===== src/rtl/if_layer_controller.sv =====
// if_layer_controller
//   Drives a layer of NUM_NEURONS integrate-and-fire neurons that share one
//   weight-memory bus. Host weight words are streamed into the neuron memories
//   (neuron 0 addresses 0..NUM_INPUTS-1, then neuron 1, ...). An inference run
//   resets the neurons, applies one spike vector per timestep, counts output
//   spikes per neuron and finally reports the argmax neuron and its count.
//
// Ports
//   mem_clk, rst              clock, asynchronous active-low reset
//   load_start                begin weight load (IDLE only)
//   cfg_valid/cfg_ready/cfg_data   weight word stream
//   run_start, num_timesteps  begin inference with T timesteps (IDLE only)
//   spk_valid/spk_ready/spk_data   input spike vector stream
//   neuron_rst                reset pulse to all neurons
//   neuron_spike_in           spike vector broadcast to neurons
//   neuron_spike_out          per-neuron output spikes
//   w_addr, w_din, w_wen      shared weight-memory write bus, one-hot enable
//   busy                      high when not IDLE
//   done                      one-cycle pulse at the end of a run
//   winner, winner_count      argmax neuron index and its spike count
module if_layer_controller #(
    parameter int NUM_INPUTS        = 4,
    parameter int NUM_NEURONS       = 4,
    parameter int WEIGHT_SIZE       = 32,
    parameter int WEIGHT_ADDR_WIDTH = 2,
    parameter int NEURON_IDX_WIDTH  = 2,
    parameter int TS_WIDTH          = 16,
    parameter int CNT_WIDTH         = 16
) (
    input  logic                         mem_clk,
    input  logic                         rst,
    input  logic                         load_start,
    input  logic                         cfg_valid,
    output logic                         cfg_ready,
    input  logic [WEIGHT_SIZE-1:0]       cfg_data,
    input  logic                         run_start,
    input  logic [TS_WIDTH-1:0]          num_timesteps,
    input  logic                         spk_valid,
    output logic                         spk_ready,
    input  logic [NUM_INPUTS-1:0]        spk_data,
    output logic                         neuron_rst,
    output logic [NUM_INPUTS-1:0]        neuron_spike_in,
    input  logic [NUM_NEURONS-1:0]       neuron_spike_out,
    output logic [WEIGHT_ADDR_WIDTH-1:0] w_addr,
    output logic [WEIGHT_SIZE-1:0]       w_din,
    output logic [NUM_NEURONS-1:0]       w_wen,
    output logic                         busy,
    output logic                         done,
    output logic [NEURON_IDX_WIDTH-1:0]  winner,
    output logic [CNT_WIDTH-1:0]         winner_count
);

    typedef enum logic [2:0] {
        IDLE, LOAD, CLEAR, FETCH, APPLY, GAP, ARGMAX, DONE
    } state_t;

    localparam logic [WEIGHT_ADDR_WIDTH-1:0] LAST_ADDR   = WEIGHT_ADDR_WIDTH'(NUM_INPUTS - 1);
    localparam logic [NEURON_IDX_WIDTH-1:0]  LAST_NEURON = NEURON_IDX_WIDTH'(NUM_NEURONS - 1);

    state_t                        state, state_next;
    logic [WEIGHT_ADDR_WIDTH-1:0]  addr;
    logic [NEURON_IDX_WIDTH-1:0]   idx;
    logic [TS_WIDTH-1:0]           t_total;
    logic [TS_WIDTH-1:0]           ts_cnt;
    logic [TS_WIDTH-1:0]           ts_inc;
    logic [CNT_WIDTH-1:0]          spike_cnt [NUM_NEURONS];
    logic [NUM_INPUTS-1:0]         spike_vec;
    logic [NEURON_IDX_WIDTH-1:0]   scan;
    logic [NEURON_IDX_WIDTH-1:0]   best_idx, best_idx_next;
    logic [CNT_WIDTH-1:0]          best_cnt, best_cnt_next;
    logic                          cfg_fire;
    logic                          last_word;

    assign cfg_fire        = cfg_valid && (state == LOAD);
    assign last_word       = (idx == LAST_NEURON) && (addr == LAST_ADDR);
    assign ts_inc          = ts_cnt + TS_WIDTH'(1);
    assign w_addr          = addr;
    assign w_din           = cfg_data;
    assign neuron_spike_in = spike_vec;

    // Argmax step: strictly-greater replacement keeps the lowest index on ties
    always_comb begin
        best_idx_next = best_idx;
        best_cnt_next = best_cnt;
        if (spike_cnt[scan] > best_cnt) begin
            best_idx_next = scan;
            best_cnt_next = spike_cnt[scan];
        end
    end

    always_comb begin
        state_next = state;
        cfg_ready  = 1'b0;
        spk_ready  = 1'b0;
        neuron_rst = 1'b0;
        done       = 1'b0;
        busy       = (state != IDLE);
        w_wen      = '0;
        case (state)
            IDLE: begin
                if (load_start)     state_next = LOAD;
                else if (run_start) state_next = CLEAR;
            end
            LOAD: begin
                cfg_ready = 1'b1;
                if (cfg_fire) begin
                    w_wen = NUM_NEURONS'(1) << idx;
                    if (last_word) state_next = IDLE;
                end
            end
            CLEAR: begin
                neuron_rst = 1'b1;
                state_next = (t_total != '0) ? FETCH : ARGMAX;
            end
            FETCH: begin
                spk_ready = 1'b1;
                if (spk_valid) state_next = APPLY;
            end
            APPLY: state_next = GAP;
            GAP:   state_next = (ts_inc == t_total) ? ARGMAX : FETCH;
            ARGMAX: begin
                if (scan == LAST_NEURON) state_next = DONE;
            end
            DONE: begin
                done       = 1'b1;
                state_next = IDLE;
            end
            default: state_next = IDLE;
        endcase
    end

    always_ff @(posedge mem_clk or negedge rst) begin
        if (!rst) begin
            state <= IDLE;
        end else begin
            state <= state_next;
        end
    end

    always_ff @(posedge mem_clk or negedge rst) begin
        if (!rst) begin
            addr         <= '0;
            idx          <= '0;
            t_total      <= '0;
            ts_cnt       <= '0;
            spike_vec    <= '0;
            scan         <= '0;
            best_idx     <= '0;
            best_cnt     <= '0;
            winner       <= '0;
            winner_count <= '0;
            for (int unsigned i = 0; i < NUM_NEURONS; i++) begin
                spike_cnt[i] <= '0;
            end
        end else begin
            // Vector is live only for the APPLY cycle; FETCH and GAP see zero
            spike_vec <= (state == FETCH && spk_valid) ? spk_data : '0;
            case (state)
                IDLE: begin
                    if (load_start) begin
                        addr <= '0;
                        idx  <= '0;
                    end else if (run_start) begin
                        t_total <= num_timesteps;
                    end
                end
                LOAD: begin
                    if (cfg_fire) begin
                        if (addr == LAST_ADDR) begin
                            addr <= '0;
                            idx  <= last_word ? '0 : idx + NEURON_IDX_WIDTH'(1);
                        end else begin
                            addr <= addr + WEIGHT_ADDR_WIDTH'(1);
                        end
                    end
                end
                CLEAR: begin
                    ts_cnt   <= '0;
                    scan     <= '0;
                    best_idx <= '0;
                    best_cnt <= '0;
                    for (int unsigned i = 0; i < NUM_NEURONS; i++) begin
                        spike_cnt[i] <= '0;
                    end
                end
                APPLY: begin
                    for (int unsigned i = 0; i < NUM_NEURONS; i++) begin
                        if (neuron_spike_out[i] && (spike_cnt[i] != '1)) begin
                            spike_cnt[i] <= spike_cnt[i] + CNT_WIDTH'(1);
                        end
                    end
                end
                GAP: ts_cnt <= ts_inc;
                ARGMAX: begin
                    best_idx <= best_idx_next;
                    best_cnt <= best_cnt_next;
                    scan     <= scan + NEURON_IDX_WIDTH'(1);
                    // Publish on the last scan step so results are visible during DONE
                    if (scan == LAST_NEURON) begin
                        winner       <= best_idx_next;
                        winner_count <= best_cnt_next;
                    end
                end
                default: ;
            endcase
        end
    end

endmodule


===== config.mk =====
export PLATFORM = sky130hd
export DESIGN_NAME = if_layer_controller
export DESIGN_NICKNAME = d
export VERILOG_FILES = /design/src/rtl/if_layer_controller.sv
export SDC_FILE = /design/constraint.sdc
export NUM_CORES = 1
export LEC_CHECK = 0
export ABC_AREA = 1
export CELL_PAD_IN_SITES_DETAIL_PLACEMENT = 1
export CELL_PAD_IN_SITES_GLOBAL_PLACEMENT = 1
export CORE_UTILIZATION = 44
export DETAILED_ROUTE_END_ITERATION = 8
export GPL_ROUTABILITY_DRIVEN = 0
export PLACE_DENSITY = 0.82
export SLEW_MARGIN = 40
export SYNTH_ARGS = -nofsm -noshare
export SYNTH_HDL_FRONTEND = slang
export SYNTH_SLANG_ARGS = --single-unit
export TNS_END_PERCENT = 1

===== constraint.sdc =====
create_clock -name mem_clk -period 6.55 [get_ports mem_clk]
set_input_delay 1.31 -clock mem_clk [delete_from_list [all_inputs] [get_ports mem_clk]]
set_output_delay 1.31 -clock mem_clk [all_outputs]
set_load 0.03 [all_outputs]

==> flow_metrics.py <==
metrics = {
    "run_status": {
        "outcome": "finished clean",
    },
    "hold_path": {
        "hold_class": "reg -> reg",
        "hold_start": "winner[1]",
        "holdPathEnd": "winner[1]",
        "holdPathStages": 2,
    },
    "finish": {
        "final_common_cell": "nand2_1",
        "drive_gt1_share_pct": 8.06,
        "fin_nets": 1293,
        "antenna_cells": 0,
        "area_delta_synth_final_pct": 13.2,
        "layout_common_cells": "239 x nand2_1, 144 x dfrtp_1, 125 x nor2_1",
    },
    "setup_path": {
        "path_cells": "clkdlybuf4s50_1, nand2_1, nor2_1, clkdlybuf4s50_1",
        "critPathTopFamily": "buffers and inverters",
        "arrival_ns": 2.83,
        "worstSetupEndpointType": "output port",
        "crit-reg2reg-capture": "best_cnt[10]",
        "cp-start-kind": "input port",
        "slowest_delay_ns": 0.68,
        "path_buf_inv": 2,
        "critPathSlowestCell": "clkdlybuf4s50_1",
        "critical_path_required_ns": 5.24,
        "cpMostUsedCell": "clkdlybuf4s50_1",
        "cp_max_fo": 6,
        "r2r_cells": 14,
        "regToRegSetupSlack_ns": 2.90,
        "critPathKind": "in -> out",
        "regToRegStartpoint": "scan[1]",
    },
    "clocking": {
        "htree_levels": 4,
        "clock_sinks": 145,
        "cts_resized": 0,
        "cts_root_buf": "clkbuf_16",
        "hold_buffers": 0,
        "post_cts_buffers": 0,
        "clk_pin_slew_ns": 0.06,
        "clock_latency_ns": 0.43,
        "cts_made_buffers": 17,
        "cts_max_path_buffers": 2,
        "cts_tree": "yes",
    },
    "floorplanning": {
        "ios": 127,
        "die_area_um2": 21200,
        "initial_core_util_pct": 44.8,
        "die_x_um": 146,
        "core_area_um2": 20200,
        "num_rows": 52,
        "die_y_um": 146,
    },
    "logic_synthesis": {
        "synth_area_per_cell_um2": 7.63,
        "synth_top_family_by_area": "simple AND/OR/NAND/NOR gates",
        "synthesis.nets": 1276,
        "ys_top_cells_by_area": "dfrtp_1 40%, nand2_1 9.9%, nand3_1 5.6%, o21ai_0 5.5%, nor2_1 5.2%",
        "synthAdderAreaFrac_pct": 3.73,
        "ys_ff_latch": 145,
        "synth_seq_area_share_pct": 40.0,
        "synth.cell_area_um2": 9060,
        "yosys.area_share.simple_pct": 30.0,
        "synth_mux_area_share_pct": 0.497,
        "synthFlopType": "dfrtp_1",
        "ys_types": 48,
        "async_flop_share_pct": 100,
        "yosysTopAreaCell": "dfrtp_1",
        "synth_top_area_share_pct": 40.0,
        "synth_edf_count": 0,
        "synth-xor-area-share_pct": 3.07,
        "synth_compound_area_share_pct": 12.5,
        "yosysWarningCount": 0,
        "syn_inst": 1187,
    },
    "power_and_ir_drop": {
        "peakVddDrop_uv": 298,
        "power_density_nw_per_um2": 451,
        "total_power_w": 0.00463,
        "p_leak_nw": 4.44,
    },
    "timing": {
        "fin_skew_ns": 0.0101,
        "post-route-min-period_ns": 4.14,
        "setup_violations": 0,
        "fin_crit_sh_pct": 63.3,
        "maxSlewViolCount": 0,
        "max_freq_mhz": 241,
        "worst_pin_slew_ns": 0.776,
        "rsz0062_at_grt": "no",
        "hold_viol_final": 0,
        "tns_ns": 0,
        "slew_headroom_pct": 48.0,
    },
    "global_route": {
        "grt_overflow_total": 0,
        "grt_max_degree": 57,
        "grt_pass1_vias": 8495,
        "grtUsageMet2_pct": 43.7,
        "grtUsageTotal_pct": 25.8,
        "grt_antenna_before_repair": 0,
        "grt_pass1_wl_mm": 43.9,
        "grt-busiest-layer": "met2",
        "met3_usage_pct": 3.86,
        "met1_usage_pct": 34.7,
    },
    "placed_design": {
        "dp_hpwl_mm": 19.0,
        "io_buffers": 62,
    },
    "flow_run": {
        "cap_violations": 0,
    },
    "detailed_routing": {
        "antenna_left": 0,
        "first_iter_violations": 386,
        "wirelength_mm": 26.2,
        "vias": 8215,
        "drc": 0,
        "routedWlPerCell_um": 17.6,
        "via_per_inst": 5.53,
        "first_pass_iters": 4,
    },
}
-- report_power, final --
| group | switching [W] | internal [W] | total, W | leakage [nW] |
|---|---|---|---|---|
| logic | 0.00169 | 0.000696 | 0.00238 | 2.21 |
| clock network | 0.000389 | 0.000646 | 0.00104 | 0.304 |
| registers | 0.000149 | 0.00106 | 0.00121 | 1.92 |
-- sequential cells by signal (all words and copies together) (netlist names), 3 cells and up --
| name | cells |
|---|---|
| t_total | 16 |
| spike_cnt | 64 |
| neuron_spike_in | 4 |
| best_cnt | 16 |
| winner_count | 16 |
| state | 3 |
| ts_cnt | 16 |
-- per-layer routing --
layer  vias to the layer above  share of wire (%)
met2                       122                 49
met5                         -                  0
met3                        23                2.7
met4                         0                1.2
met1                      4112                 47
li1                       3958                  -
-- worst max-delay path by stage --
| stage | start | endpoint | slack [ns] | cells past startpoint |
|---|---|---|---|---|
| 2_1_floorplan | cfg_valid | w_wen[0] | 3.39 | 2 |
| 3_3_place_gp | cfg_valid | w_wen[1] | 2.45 | 4 |
| 3_5_place_dp | cfg_valid | w_wen[0] | 2.41 | 4 |
| 4_1_cts | cfg_valid | w_wen[0] | 2.40 | 4 |
| 5_1_grt | cfg_valid | w_wen[2] | 2.32 | 4 |
| 6_report | cfg_valid | w_wen[0] | 2.41 | 4 |
-- per-stage QoR --
step	utilization [%]	std cells	hold slack (ns)	instance area, um^2	worst slack, ns
finish	50.7	1486	0.507	10300	2.41
global route	50.7	1486	0.553	10300	2.32
CTS	50.7	1486	0.516	10300	2.40
floorplan	-	1187	0.468	9060	3.39
detailed placement	47.6	1455	0.499	9630	2.41
global placement	47.5	1454	0.492	9600	2.45
-- cell type report --
type | count | area [um^2]
clock buffer | 22 | 494
clock inverter | 9 | 129
fill | 2503 | 9980
inverter | 130 | 493
multi-input combinational | 846 | 4520
sequential | 145 | 3630
tap | 270 | 338
timing repair buffer | 64 | 653
-- cell families (layout without fill, tap and decap cells) --
group | after synthesis | after routing
AND/OR/NAND/NOR | 582 | 582
AO/OA/AOI/OAI | 204 | 204
buffers and inverters | 196 | 225
flip-flops | 145 | 145
XOR/XNOR | 30 | 30
adder cells (fa/ha/maj) | 27 | 27
multiplexers | 3 | 3
-- worst reg2reg max path: stages (launching register included) --
cell     delay, ns
dfrtp_1       0.57
inv_1         0.51
o21ai_0       0.20
o22ai_1       0.31
ha_1          0.31
nand2_1       0.09
o21ai_0       0.14
nand3_1       0.11
nand2_1       0.05
nand3_1       0.08
nand3_2       0.34
nand2_2       0.45
nand2_1       0.16
nand3_1       0.10
o21ai_0       0.08
-- cells in the mapped netlist (all sizes together), types with 5 or more instances --
cell / number
inv: 130
o22ai: 22
o31ai: 20
ha: 27
buf: 51
nand2: 251
clkbuf: 15
a21oi: 48
nand3b: 16
nor4: 6
nor3: 26
nand3: 108
o21ai: 106
xor2: 24
nand4: 28
xnor2: 5
nor2: 141
dfrtp: 145
Note: power is estimated with default switching activity, not from simulation.
